$ cat src/rtl/spdif_i2s_tx.sv
// Pairs S/PDIF left/right sample strobes into frames, buffers them in a FIFO and replays them as a Philips I2S master stream.
// Define SPDIF_I2S_MUTE_ON_UNDERRUN_EN to play silence on underrun instead of repeating the last pair.
module spdif_i2s_tx #(
    parameter int unsigned BCLK_DIV   = 4,
    parameter int unsigned FIFO_DEPTH = 4
) (
    input  logic                          iClk,
    input  logic                          rst_i,
    input  logic                          iDatavalidL,
    input  logic                          iDatavalidR,
    input  logic [23:0]                   iDataL,
    input  logic [23:0]                   iDataR,
    output logic                          oBclk,
    output logic                          oLrck,
    output logic                          oSdata,
    output logic                          oUnderrun,
    output logic                          oOverrun,
    output logic [$clog2(FIFO_DEPTH):0]   oLevel
);
    localparam int unsigned AW = $clog2(FIFO_DEPTH);
    localparam int unsigned LW = AW + 1;
    localparam int unsigned DW = (BCLK_DIV > 1) ? $clog2(BCLK_DIV) : 1;
    localparam int unsigned SW = 24;
    localparam int unsigned PW = 2 * SW;
    localparam logic [DW-1:0] DIV_LAST = DW'(BCLK_DIV - 1);
    localparam logic [LW-1:0] LVL_FULL = LW'(FIFO_DEPTH);
    localparam logic [5:0]    BIT_LAST = 6'd63;

    logic [DW-1:0] divcnt_q, divcnt_d;
    logic          bclk_q, bclk_d;
    logic [5:0]    bitcnt_q, bitcnt_d;
    logic          lrck_q, lrck_d;
    logic          sdata_q, sdata_d;
    logic          underrun_q, underrun_d;
    logic          overrun_q, overrun_d;
    logic          have_l_q, have_l_d;
    logic [SW-1:0] stage_l_q, stage_l_d;
    logic [PW-1:0] shadow_q, shadow_d;
    logic [AW-1:0] wptr_q, wptr_d;
    logic [AW-1:0] rptr_q, rptr_d;
    logic [LW-1:0] level_q, level_d;
    logic [PW-1:0] mem_q [FIFO_DEPTH];
    logic [PW-1:0] mem_d [FIFO_DEPTH];

    logic          tc_c, fall_c, frame_start_c;
    logic          push_c, pop_c, wr_c, empty_c, full_c;
    logic [PW-1:0] push_data_c;
    logic [SW-1:0] slot_c;
    logic [31:0]   word_c;

    always_comb begin
        divcnt_d    = divcnt_q;
        bclk_d      = bclk_q;
        bitcnt_d    = bitcnt_q;
        lrck_d      = lrck_q;
        sdata_d     = sdata_q;
        underrun_d  = 1'b0;
        overrun_d   = 1'b0;
        have_l_d    = have_l_q;
        stage_l_d   = stage_l_q;
        shadow_d    = shadow_q;
        wptr_d      = wptr_q;
        rptr_d      = rptr_q;
        level_d     = level_q;
        mem_d       = mem_q;
        push_c      = 1'b0;
        push_data_c = {stage_l_q, iDataR};
        slot_c      = '0;
        word_c      = '0;

        // BCLK divider; a fall event advances the bit position within the 64-bit frame
        tc_c          = (divcnt_q == DIV_LAST);
        fall_c        = tc_c && bclk_q;
        frame_start_c = fall_c && (bitcnt_q == BIT_LAST);
        if (tc_c) begin
            divcnt_d = '0;
            bclk_d   = ~bclk_q;
        end else begin
            divcnt_d = divcnt_q + DW'(1);
        end
        if (fall_c) begin
            bitcnt_d = bitcnt_q + 6'd1;
        end

        // Staging an L in the same cycle lets a coincident R complete the pair immediately
        if (iDatavalidL) begin
            stage_l_d = iDataL;
            have_l_d  = 1'b1;
        end
        if (iDatavalidR && have_l_d) begin
            push_c      = 1'b1;
            push_data_c = {stage_l_d, iDataR};
            have_l_d    = 1'b0;
        end

        // A pop on a full FIFO frees the slot for a coincident push
        empty_c   = (level_q == '0);
        full_c    = (level_q == LVL_FULL);
        pop_c     = frame_start_c && !empty_c;
        wr_c      = push_c && (!full_c || pop_c);
        overrun_d = push_c && full_c && !pop_c;
        if (wr_c) begin
            mem_d[wptr_q] = push_data_c;
            wptr_d        = wptr_q + AW'(1);
        end
        if (pop_c) begin
            rptr_d = rptr_q + AW'(1);
        end
        level_d = level_q + LW'(wr_c) - LW'(pop_c);

        if (frame_start_c) begin
            if (!empty_c) begin
                shadow_d = mem_q[rptr_q];
            end else begin
                underrun_d = 1'b1;
`ifdef SPDIF_I2S_MUTE_ON_UNDERRUN_EN
                shadow_d = '0;
`else
                shadow_d = shadow_q;
`endif
            end
        end

        // One-bit I2S delay: the old bit position selects the slot and bit being shifted out
        if (fall_c) begin
            lrck_d  = bitcnt_d[5];
            slot_c  = bitcnt_q[5] ? shadow_d[SW-1:0] : shadow_d[PW-1:SW];
            word_c  = {slot_c, 8'h00};
            sdata_d = word_c[5'd31 - bitcnt_q[4:0]];
        end
    end

    always_ff @(posedge iClk) begin
        if (rst_i) begin
            divcnt_q   <= '0;
            bclk_q     <= 1'b0;
            bitcnt_q   <= BIT_LAST;
            lrck_q     <= 1'b0;
            sdata_q    <= 1'b0;
            underrun_q <= 1'b0;
            overrun_q  <= 1'b0;
            have_l_q   <= 1'b0;
            stage_l_q  <= '0;
            shadow_q   <= '0;
            wptr_q     <= '0;
            rptr_q     <= '0;
            level_q    <= '0;
        end else begin
            divcnt_q   <= divcnt_d;
            bclk_q     <= bclk_d;
            bitcnt_q   <= bitcnt_d;
            lrck_q     <= lrck_d;
            sdata_q    <= sdata_d;
            underrun_q <= underrun_d;
            overrun_q  <= overrun_d;
            have_l_q   <= have_l_d;
            stage_l_q  <= stage_l_d;
            shadow_q   <= shadow_d;
            wptr_q     <= wptr_d;
            rptr_q     <= rptr_d;
            level_q    <= level_d;
        end
    end

    // Storage needs no reset: occupancy is tracked by the pointers and level
    always_ff @(posedge iClk) begin
        mem_q <= mem_d;
    end

    assign oBclk     = bclk_q;
    assign oLrck     = lrck_q;
    assign oSdata    = sdata_q;
    assign oUnderrun = underrun_q;
    assign oOverrun  = overrun_q;
    assign oLevel    = level_q;

endmodule
$ cat config.mk
export PLATFORM = sky130hd
export DESIGN_NAME = spdif_i2s_tx
export DESIGN_NICKNAME = d
export VERILOG_FILES = /design/src/rtl/spdif_i2s_tx.sv
export SDC_FILE = /design/constraint.sdc
export NUM_CORES = 1
export LEC_CHECK = 0
export ABC_CLOCK_PERIOD_IN_PS = 3120
export CAP_MARGIN = 20
export CORE_ASPECT_RATIO = 1.75
export CORE_MARGIN = 8
export CORE_UTILIZATION = 45
export CTS_CLUSTER_SIZE = 30
export DETAILED_ROUTE_END_ITERATION = 8
export HOLD_SLACK_MARGIN = 0.12
export PLACE_DENSITY = 0.77
export SLEW_MARGIN = 20
export SYNTH_ARGS = -nofsm -noshare
export SYNTH_HDL_FRONTEND = slang
export SYNTH_SLANG_ARGS = --single-unit
$ cat constraint.sdc
create_clock -name iClk -period 3.12 [get_ports iClk]
set_input_delay 0.312 -clock iClk [delete_from_list [all_inputs] [get_ports iClk]]
set_output_delay 0.312 -clock iClk [all_outputs]
set_load 0.1 [all_outputs]
==> results_dict.tcl <==
set metrics [dict create \
    area_delta_synth_final_pct 16.7 \
    die-width_um 136 \
    hp-class "in -> reg" \
    drc 0 \
    powerDensity_nw_per_um2 598 \
    synth_flop_cell "edfxtp_1" \
    rsz0062_at_grt "no" \
    fmax_mhz 372 \
    cts.clk_slew.worst_paths_ns 0.07 \
    final_core_util_pct 53.5 \
    dp_hpwl_um 15300 \
    vias_per_cell 5.51 \
    synth_area_sq_um 11300 \
    clock_latency_ns 0.53 \
    grt_pass1_vias 6618 \
    cp_slowest_cell "fa_1" \
    die_area_sq_um 30600 \
    post_cts_buffers 0 \
    n_antenna_cell 0 \
    timing.final.max_slew_violations 0 \
    portBuffers 59 \
    crit_path_start_kind "register" \
    cts_hold_buf 0 \
    switching_share_pct 20.6 \
    path_max_fanout 7 \
    finalCritPeriodShare_pct 86.1 \
    finalSetupTns_ns 0 \
    gr-usage-all-layers_pct 15.2 \
    start_util_pct 45.8 \
    clockRootBuffer "clkbuf_16" \
    wire_per_inst_um 19.7 \
    layout_common_cells "edfxtp_1 (192), nand2_1 (91), dfxtp_1 (87)" \
    peakVddDrop_mv 0.413 \
    pwr-share-comb_pct 5.9 \
    avgSynthCellArea_sq_um 15.1 \
    ant_nets 0 \
    first_iter_violations 368 \
    numCtsBuffers 24 \
    antenna_found_initial 0 \
    setup_violations 0 \
    cts_tree "built" \
    vias 6324 \
    post_cts_resized 0 \
    p_leak_nw 4.47 \
    yosys_register_bits 285 \
    synth_cells 749 \
    worstPathCellList "ha_1, and4_1, nand2_1, nand3_1, and3b_1, inv_1, ha_1, inv_1, ha_1, inv_1, fa_1, xor2_1, xnor2_1, nor2_1" \
    routed_wl_um 22600 \
    worstSetupPathType "reg -> reg" \
    grt_pass1_wl_um 36200 \
    h-tree-depth 1 \
    internal-power_mw 6.25 \
    max_cap_violations 0 \
    worst-slew-pin-transition_ns 0.987 \
    clock_sinks 285 \
    status "completed" \
    slowest_delay_ns 0.37 \
    drive_gt1_share_pct 18.4 \
    fin_crit_ns 2.69 \
    arrival_ns 3.07 \
    synth-edff-count 192 \
    fin_skew_ns 0.0160 \
    pin_count 60 \
    finalNetCount 878 \
    fp.coreArea_sq_um 24600 \
    drt-pass1-iter-count 5 \
    rows 76 \
    cts_buffer_depth 3 \
    synth_nets 810 \
    max_slew_margin_pct 34.0 \
    ys_async_sr_fraction_pct 0 \
    final_common_cell "edfxtp_1" \
    die_h_um 225 \
    seqPwrFrac_pct 53.5 \
    critical_path.top_delay_family "adder cells" \
    switchingPower_mw 1.63 \
    required_ns 3.50 \
    clockPowerShare_pct 40.6 \
    crit_buf_inv 3 \
    yosysSeqAreaShare_pct 67.6 \
    synth_cell_type_count 57 \
    place.gp.congestion 0.909 \
    grt_max_degree 49 \
    hold_viol 0 \
    synth_warnings 0 \
    cp-end-kind "register" \
    grt-ovfl-total 0 \
]
## final timing paths
kind	startpoint	end	slack, ns	cells after the start
max reg2reg	divcnt_q[0]	oLevel[2]	0.43	14
max	divcnt_q[0]	oLevel[2]	0.43	14
min reg2reg	divcnt_q[0]	divcnt_q[0]	0.43	1
min	iDatavalidL	have_l_q	0.22	3
## layout make-up
cell class | count | area [sq um]
Timing Repair Buffer | 87 | 861
Tap cell | 312 | 390
Fill cell | 1898 | 11500
Multi-Input combinational cell | 410 | 3400
Clock inverter | 16 | 210
Sequential cell | 285 | 7640
Inverter | 9 | 33.8
Clock buffer | 28 | 637
## cell usage after synthesis (2+ instances only)
library cell | number | area [sq um]
nand2_1 | 91 | 342
mux4_1 | 6 | 158
and2_1 | 5 | 31.3
buf_4 | 2 | 15.0
nand3_1 | 10 | 50.1
a311oi_1 | 2 | 17.5
inv_1 | 8 | 30.0
a211o_1 | 4 | 35.0
o211a_1 | 2 | 20.0
o21ai_0 | 7 | 35.0
nor3b_1 | 2 | 15.0
clkbuf_1 | 26 | 97.6
nor2b_1 | 4 | 25.0
buf_2 | 9 | 45.0
o21bai_1 | 3 | 22.5
buf_6 | 3 | 33.8
xor2_1 | 2 | 17.5
a211oi_1 | 3 | 22.5
a21oi_1 | 44 | 220
mux2_2 | 27 | 304
a22oi_1 | 2 | 15.0
a31oi_1 | 3 | 18.8
mux4_2 | 42 | 946
a221oi_1 | 2 | 17.5
nand4_1 | 3 | 18.8
a41oi_1 | 2 | 17.5
xnor2_1 | 6 | 52.6
o211ai_1 | 2 | 15.0
nor2_1 | 54 | 203
mux2i_1 | 40 | 400
ha_1 | 8 | 100
buf_1 | 4 | 15.0
edfxtp_1 | 192 | 5770
a2111oi_0 | 2 | 17.5
dfxtp_1 | 93 | 1860
nor3_1 | 9 | 45.0
and3_1 | 4 | 25.0
nand2b_1 | 2 | 12.5
## kinds of logic after synthesis
| family | Yosys count | synth area share (%) |
|---|---|---|
| flip-flops | 285 | 67.6 |
| AND/OR/NAND/NOR | 191 | 7.32 |
| multiplexers | 116 | 16.2 |
| AO/OA/AOI/OAI | 86 | 4.89 |
| buffers and inverters | 54 | 2.31 |
| adder cells (fa/ha/maj) | 9 | 1.07 |
| XOR/XNOR | 8 | 0.621 |
## power by group through the flow
stage / clock network [mW] / logic, mW / registers [mW]
4_1_cts: 3.26 / 0.476 / 4.21
3_5_place_dp: 0 / 0.474 / 4.30
5_1_grt: 3.40 / 0.508 / 4.22
3_3_place_gp: 0 / 0.465 / 4.29
2_1_floorplan: 0 / 0.237 / 4.33
6_report: 3.20 / 0.467 / 4.21
## stage by stage
stage | total power, mW | setup WS (ns) | std cells | hold WS [ns] | area [sq um]
finish | 7.88 | 0.434 | 1147 | 0.222 | 13200
detailed placement | 4.77 | 0.433 | 1103 | 0.419 | 12300
CTS | 7.95 | 0.439 | 1147 | 0.209 | 13200
global route | 8.13 | 0.190 | 1147 | 0.241 | 13200
global placement | 4.75 | 0.502 | 1103 | 0.410 | 12300
floorplan | 4.56 | 0.0908 | 749 | 0.391 | 11300
## worst min-delay path: stages
cell and delay, ns:
buf_2 0.17, nor2_1 0.09, nor3_1 0.11
## registers in the layout, indices dropped and copies added, names as in the netlist, 2 cells and up
| name | count |
|---|---|
| mem_q | 192 |
| divcnt_q | 2 |
| shadow_q | 48 |
| oLevel | 3 |
| rptr_q | 2 |
| stage_l_q | 24 |
| bitcnt_q | 6 |
| wptr_q | 2 |
## layer usage
metal  global-route usage [%]  up-vias  part of all wire (%)
met5                        0        -                     0
met4                     7.60        0                   3.5
met1                     17.1     3172                    37
li1                         -     2965                     -
met3                     2.23       42                   4.3
met2                     27.3      145                    55
Note: power is estimated with default switching activity, not from simulation.
